### config.mk
export PLATFORM = sky130hd
export DESIGN_NAME = pp_accumulator
export DESIGN_NICKNAME = d
export VERILOG_FILES = /design/src/rtl/pp_accumulator.sv
export SDC_FILE = /design/constraint.sdc
export NUM_CORES = 1
export LEC_CHECK = 0
export BUFFER_PORTS_ARGS = -buffer_cell sky130_fd_sc_hd__buf_4
export CELL_PAD_IN_SITES_DETAIL_PLACEMENT = 0
export CELL_PAD_IN_SITES_GLOBAL_PLACEMENT = 2
export CORE_UTILIZATION = 35
export DETAILED_ROUTE_END_ITERATION = 10
export MAX_ROUTING_LAYER = met4
export PLACE_DENSITY = 0.89
export SYNTH_ARGS = -nofsm -noshare
export SYNTH_HDL_FRONTEND = slang
export SYNTH_SLANG_ARGS = --single-unit
### constraint.sdc
create_clock -name clk_i -period 3.5 [get_ports clk_i]
set_input_delay 0.175 -clock clk_i [delete_from_list [all_inputs] [get_ports clk_i]]
set_output_delay 0.175 -clock clk_i [all_outputs]
set_load 0.01 [all_outputs]
### src/rtl/pp_accumulator.sv
// pp_accumulator: reduces four signed 34-bit lane products per beat through a
// registered two-level adder tree into a wide accumulator. It returns one 32-bit
// result per job over a valid/ready handshake.
// Optional feature macro: PP_ACC_SAT_EN (saturating result plus overflow flag).
//
// state    | meaning
// ---------+-----------------------------------------------------------
// ST_IDLE  | waiting for start_i; outputs hold the last result
// ST_RUN   | accepting product beats; counts the remaining beats down
// ST_FLUSH | two cycles while the stage-1/stage-2 tree drains
// ST_DONE  | result presented; waits for res_ready_i
module pp_accumulator #(
  parameter int ACC_W = 48,
  parameter int CNT_W = 16
) (
  input  logic             clk_i,
  input  logic             rst_ni,
  input  logic             start_i,
  input  logic [CNT_W-1:0] beats_i,
  input  logic             prod_valid_i,
  output logic             prod_ready_o,
  input  logic [135:0]     partial_prods_i,
  output logic             res_valid_o,
  input  logic             res_ready_i,
  output logic [31:0]      res_o,
  output logic             busy_o,
  output logic             overflow_o
);

  localparam logic [1:0] ST_IDLE  = 2'd0;
  localparam logic [1:0] ST_RUN   = 2'd1;
  localparam logic [1:0] ST_FLUSH = 2'd2;
  localparam logic [1:0] ST_DONE  = 2'd3;

  logic [1:0]              state_q;
  logic [CNT_W-1:0]        cnt_q;
  logic                    flush_q;
  logic                    s1_valid_q;
  logic signed [34:0]      s1_hi_q;
  logic signed [34:0]      s1_lo_q;
  logic signed [ACC_W-1:0] acc_q;
  logic [31:0]             res_q;

  logic signed [33:0]      lane3, lane2, lane1, lane0;
  logic signed [35:0]      s2_sum;
  logic signed [ACC_W-1:0] s2_ext;
  logic                    beat_fire;
  logic                    start_job;
  logic                    start_empty;
  logic                    flush_end;
  logic [31:0]             res_next;
  logic                    ovf_next;

  assign lane3 = partial_prods_i[135:102];
  assign lane2 = partial_prods_i[101:68];
  assign lane1 = partial_prods_i[67:34];
  assign lane0 = partial_prods_i[33:0];

  assign prod_ready_o = (state_q == ST_RUN);
  assign res_valid_o  = (state_q == ST_DONE);
  assign busy_o       = (state_q != ST_IDLE);
  assign res_o        = res_q;

  assign beat_fire   = prod_valid_i && prod_ready_o;
  assign start_job   = (state_q == ST_IDLE) && start_i && (beats_i != '0);
  assign start_empty = (state_q == ST_IDLE) && start_i && (beats_i == '0);
  assign flush_end   = (state_q == ST_FLUSH) && !flush_q;

  // Signed casts sign-extend each operand before the add.
  assign s2_sum = 36'(s1_hi_q) + 36'(s1_lo_q);
  assign s2_ext = ACC_W'(s2_sum);

`ifdef PP_ACC_SAT_EN
  localparam logic signed [ACC_W-1:0] RES_MAX = ACC_W'(64'sd2147483647);
  localparam logic signed [ACC_W-1:0] RES_MIN = ACC_W'(-64'sd2147483648);
  logic ovf_q;

  // Clamp the accumulator into the signed 32-bit range.
  always_comb begin
    res_next = acc_q[31:0];
    ovf_next = 1'b0;
    if (acc_q > RES_MAX) begin
      res_next = 32'h7FFF_FFFF;
      ovf_next = 1'b1;
    end else if (acc_q < RES_MIN) begin
      res_next = 32'h8000_0000;
      ovf_next = 1'b1;
    end
  end

  // Overflow flag is captured alongside the result and held until the next start.
  always_ff @(posedge clk_i or negedge rst_ni) begin
    if (!rst_ni) begin
      ovf_q <= 1'b0;
    end else if (start_job || start_empty) begin
      ovf_q <= 1'b0;
    end else if (flush_end) begin
      ovf_q <= ovf_next;
    end
  end

  assign overflow_o = ovf_q;
`else
  logic unused_acc_hi;

  // Plain wrap-around: the low word is the result, upper bits are discarded.
  always_comb begin
    res_next = acc_q[31:0];
    ovf_next = 1'b0;
  end

  assign unused_acc_hi = ^{acc_q[ACC_W-1:32], ovf_next};
  assign overflow_o    = 1'b0;
`endif

  // Job sequencing: beat counter and flush timer are down-counters.
  always_ff @(posedge clk_i or negedge rst_ni) begin
    if (!rst_ni) begin
      state_q <= ST_IDLE;
      cnt_q   <= '0;
      flush_q <= 1'b0;
    end else begin
      case (state_q)
        ST_IDLE: begin
          if (start_job) begin
            cnt_q   <= beats_i;
            state_q <= ST_RUN;
          end else if (start_empty) begin
            state_q <= ST_DONE;
          end
        end
        ST_RUN: begin
          if (beat_fire) begin
            cnt_q <= cnt_q - 1'b1;
            if (cnt_q == CNT_W'(1)) begin
              flush_q <= 1'b1;
              state_q <= ST_FLUSH;
            end
          end
        end
        ST_FLUSH: begin
          if (flush_q) flush_q <= 1'b0;
          else         state_q <= ST_DONE;
        end
        default: begin
          if (res_ready_i) state_q <= ST_IDLE;
        end
      endcase
    end
  end

  // Stage 1: pairwise lane sums, tagged with the beat-accepted bit.
  always_ff @(posedge clk_i or negedge rst_ni) begin
    if (!rst_ni) begin
      s1_valid_q <= 1'b0;
      s1_hi_q    <= '0;
      s1_lo_q    <= '0;
    end else begin
      s1_valid_q <= beat_fire;
      if (beat_fire) begin
        s1_hi_q <= 35'(lane3) + 35'(lane2);
        s1_lo_q <= 35'(lane1) + 35'(lane0);
      end
    end
  end

  // Stage 2: fold the tree output into the accumulator; bubbles leave it alone.
  always_ff @(posedge clk_i or negedge rst_ni) begin
    if (!rst_ni) begin
      acc_q <= '0;
    end else if (start_job || start_empty) begin
      acc_q <= '0;
    end else if (s1_valid_q) begin
      acc_q <= acc_q + s2_ext;
    end
  end

  // Result register: loaded on entry to DONE, held through IDLE.
  always_ff @(posedge clk_i or negedge rst_ni) begin
    if (!rst_ni) begin
      res_q <= '0;
    end else if (start_job || start_empty) begin
      res_q <= '0;
    end else if (flush_end) begin
      res_q <= res_next;
    end
  end

endmodule
Yosys cells after proc, flatten, opt, wreduce, memory -nomap -nowiden
Cells that the tools add are included.
- bits in latches: 0
- logic and storage cells: 58
- memory bits (writable): 0
- bits of input ports: 157
- memories kept: 0
- register bits after elaboration: 170
- output and inout port bits: 36
- memory bits (read-only): 0
- $lt $le $gt $ge: 0
- shift operators: 0
- divide/modulo/power cells: 0
- equality and inequality tests: 9
- $add $sub $neg: 5
- multipliers: 0
- bitwise logic cells: 0
- reductions and logical operators: 19
- mux-type cells: 17
- operators by type and width (cell ; count):
    48-bit two-way mux ; 2
    34-bit by 34-bit adder with 35-bit output ; 2
    32-bit two-way mux ; 2
    48-bit by 36-bit adder with 48-bit output ; 1
    35-bit by 35-bit adder with 36-bit output ; 1
    16-bit two-way mux ; 2
    16-bit case mux with 2 select lines ; 1
    16-bit by 1-bit == test with 1-bit output, second input constant ; 1
    16-bit logical NOT ; 1
    16-bit nonzero test ; 1
    16-bit by 1-bit subtractor with 16-bit output, second input constant ; 1
    2-bit two-way mux ; 6
    2-bit nonzero test ; 5
    2-bit case mux with 3 select lines ; 1
    3-bit AND reduction ; 2
    1-bit logical AND ; 5
    5-bit AND reduction ; 1
    2-bit == test, second input constant ; 2
    2-bit by 1-bit != test with 1-bit output, second input constant ; 2
    2-bit != test, second input constant ; 2
    4-bit nonzero test ; 1
    3-bit != test, second input constant ; 1
    2-bit by 1-bit == test with 1-bit output, second input constant ; 1
    2-bit logical NOT ; 1
    4 further kinds ; 5

Logic depth before layout (Yosys ltp)
- word-level depth: 6
- depth in mapped cells: 15

Worst setup path after synthesis
OpenSTA, ideal clock, no wires.
- path kind: register to register
- start: reg s1_hi_q[1]
- end: reg acc_q[31]
- data arrival time: 2872 ps
- buffers on the path: 0
- path slack: 510 ps
- required time: 3382 ps
- stages on the path, launching flop included: 16
- clock period less this slack: 2990 ps
- cells stage by stage: dfrtp_1 -> inv_1 -> fa_1 -> inv_1 -> ha_1 -> inv_1 -> fa_1 -> nor2b_1 -> o31a_1 -> o31a_1 -> o22ai_1 -> o21ai_1 -> o21ai_1 -> mux2i_1 -> a211o_1 -> nand2_1
- longest elaborated chain between the ends: 4
- ends and longest elaborated chain (item ; RTL line ; source):
    start: declaration ; 39 ; logic signed [34:0] s1_hi_q;
    start signal: assignment ; 161 ; s1_hi_q <= 35'(lane3) + 35'(lane2);
    35-bit by 35-bit adder with 36-bit output ; 70 ; assign s2_sum = 36'(s1_hi_q) + 36'(s1_lo_q);
    48-bit by 36-bit adder with 48-bit output ; 174 ; acc_q <= acc_q + s2_ext;
    48-bit two-way mux ; 173 ; end else if (s1_valid_q) begin
    48-bit two-way mux ; 171 ; end else if (start_job || start_empty) begin
    end signal: assignment ; 174 ;
    end: declaration ; 41 ; logic signed [ACC_W-1:0] acc_q;
Every way passes these cells. The select of a mux whose other input is x is not followed.
A chain may end at the register's enable or synchronous reset.

Worst setup path after layout
- start: reg s1_hi_q[1]
- end: reg acc_q[29]
The elaborated chain is that of the path after synthesis.

==> results.ini <==
[outcome]
status = finished, final reports clean

[power]
irDropWorstVdd_v = 0.000346
share_comb_of_total_power_pct = 58.1
switching_power_mw = 5.49
p_int_mw = 6.83
swShare_pct = 44.6
power.clock.fraction_pct = 16.1
power.density_nw_per_um2 = 893
pwr-share-seq_pct = 25.8
leakage_nw = 6.59

[synthesis]
synth-simple-area-share_pct = 15.3
yosysTopAreaCell = dfrtp_1
async_flop_share_pct = 100
synth_compound_area_share_pct = 24.3
netlist.area_leader.share_pct = 32.7
syn-num-nets = 1533
yosysSeqAreaShare_pct = 32.7
synth_area_um2 = 11300
synthMuxAreaShare_pct = 1.95
synth_area_leaders = dfrtp_1 (33%), ha_1 (11%), fa_1 (6.0%)
yosys.cell_count.top_type = dfrtp_1
yosys.area_share.adder_pct = 16.8
synth_area_per_cell_um2 = 9.11
synth_common_cells = dfrtp_1 (148), nand2_1 (125), ha_1 (98), a21oi_1 (97), nor2_1 (83)
synth-xor-area-share_pct = 6.10
ys_ff_latch = 148
ys_warn_count = 0
synth_top_family_by_area = compound AO/OA/AOI/OAI gates
synth_edf_count = 0
ys.flop_type = dfrtp_1
ys_types = 71
synth_cells = 1244

[cts]
cts_tree = built
clk_latency_ns = 0.43
post_cts_buffers = 0
clock_path_buffers = 2
htree_levels = 4
clkTransAtPathRegs_ns = 0.07
cts-buffers-inserted = 17
clock-sinks = 148
root_buffer = clkbuf_16

[global_routing]
antenna_found_initial = 0
grt.total_usage_pct = 18.2
grt_max_degree = 128
overflow = 0
first_global_vias = 9318
grt_pass1_wl_um = 47200

[critical_path]
start_kind = flip-flop
cp_max_fo = 4
end_kind = flip-flop
worstPathRequired_ns = 3.84
worstSetupPathType = flip-flop to flip-flop
critPathArrivalTime_ns = 3.65

[layout]
layout-drive-gt1-share_pct = 17.5
num_antenna_cells = 0
fin_nets = 1698
fillerInstances = 3160
design_area_um2 = 13800
utilization_pct = 43.5
area_growth_pct = 21.7

[sta]
slew-limit-headroom_pct = 25.9
layout_min_cycle_time_ns = 3.31
finClkSkew_ns = 0.0162
finalHoldViolations = 0
final.setup.tns_ns = 0
setup_violations = 0
tightest_slew_ns = 1.11
rsz0062_at_grt = no
fmax_mhz = 302
slew_violations = 0
finalCritPeriodShare_pct = 94.6

[drt]
drt_iter0_drc = 589
viasPerCell = 5.25
ant_nets = 0
routedWlPerCell_um = 15.9
remaining_drc_errors = 0
first_pass_iters = 5
dr_total_vias = 9576
routed_wirelength_um = 29000

[floorplan]
dieArea_um2 = 33100
rows = 65
coreArea_um2 = 31700
die_w_um = 182
initial_core_util_pct = 35.7
die_h_um = 182
num_io_pins = 193

[place]
globalplace.congestion = 0.852
dpl_cell_area_um2 = 13200
hpwlAfterDp_um = 23200
io_buffers = 183

[job]
cap_violations = 0

[min_path]
min_path_type = input port to flip-flop

## critical path, stage by stage, from the launching register on
cell and delay (ns):
dfrtp_1 0.34, inv_1 0.06, fa_1 0.46, inv_1 0.07, ha_1 0.20, inv_1 0.07, fa_1 0.40, nor2b_1 0.16
o31a_1 0.18, o31a_1 0.15, o22ai_1 0.08, buf_4 0.16, o21ai_1 0.19, nor2_1 0.12, or2_1 0.24, a211o_1 0.27
o211ai_1 0.09
## what timing repair did
action	in CTS	in global routing
endpoints found under the hold margin	90	0
endpoints found under the setup margin	0	1
hold buffers	1	0
gates resized for setup	0	1
## kinds of logic (layout without fill, tap and decap cells)
group                    after synthesis  count (layout)
other                                  1               1
flip-flops                           148             148
XOR/XNOR                              79              79
adder cells (fa/ha/maj)              132             132
multiplexers                          22              22
AND/OR/NAND/NOR                      357             357
AO/OA/AOI/OAI                        421             421
buffers and inverters                 84             262
## worst paths after layout
kind,start,end,slack (ns),cells past startpoint
worst max register to register,s1_hi_q[1],acc_q[29],0.19,16
worst max-delay path,s1_hi_q[1],acc_q[29],0.19,16
worst min register to register,s1_hi_q[1],s1_hi_q[1],0.49,2
worst min-delay path,beats_i[8],cnt_q[8],0.03,2
min in group asynchronous,rst_ni,res_o[0],0.38,2
max in group asynchronous,rst_ni,acc_q[4],2.31,3
## final cells by class
class	instances	area [um2]	share of cell area [%]
Multi-Input combinational cell	1012	7320	53.1
Sequential cell	148	3700	26.8
Timing Repair Buffer	196	1500	10.9
Tap cell	402	503	3.64
Clock buffer	18	439	3.18
Clock inverter	14	201	1.46
Inverter	34	128	0.925
## stage by stage
stage               hold WS, ns  total power, mW  std cells  setup WS, ns
finish                   0.0341             12.3       1824         0.189
global route             0.0304             13.5       1824        0.0164
global placement          0.320             10.2       1791         0.250
detailed placement        0.321             10.3       1791         0.212
floorplan                -0.121             8.35       1244         0.510
CTS                      0.0127             12.4       1824         0.190
## flip-flops by register name (all words and copies together), names as in the netlist
name,cells
acc_q,32
res_o,32
s1_hi_q,32
s1_lo_q,32
cnt_q,16
state_q,2
flush_q,1
s1_valid_q,1
## per-layer routing
layer  global-route usage (%)  share of wire (%)  vias up
met2                     26.2                 41      223
met4                     4.37                1.1        0
met5                        -                  0        -
li1                         -                  -     4891
met1                     27.3                 54     4437
met3                     1.64                3.0       25
## placed cells by master, fill, tap and decap left out, types with 15 or more instances in the layout
cell type,n
nand3_1,30
and3_1,19
o21ai_1,34
nor2_1,83
xor2_1,39
nand2_1,124
ha_1,98
mux2i_1,21
a22o_1,32
o22ai_1,15
a21o_1,49
clkbuf_16,17
dfrtp_1,148
a21oi_1,96
xnor2_1,40
a31oi_1,17
fa_1,34
inv_1,32
o21ai_0,82
buf_4,192
## power by group through the flow
stage	sequential, mW	clock (mW)	combinational [mW]
2_1_floorplan	3.07	0	5.28
3_5_place_dp	3.22	0	7.13
6_report	3.18	1.98	7.16
5_1_grt	3.29	2.09	8.07
3_3_place_gp	3.19	0	7.06
4_1_cts	3.19	2.02	7.17
No activity file was read; power rests on OpenSTA's default activity.
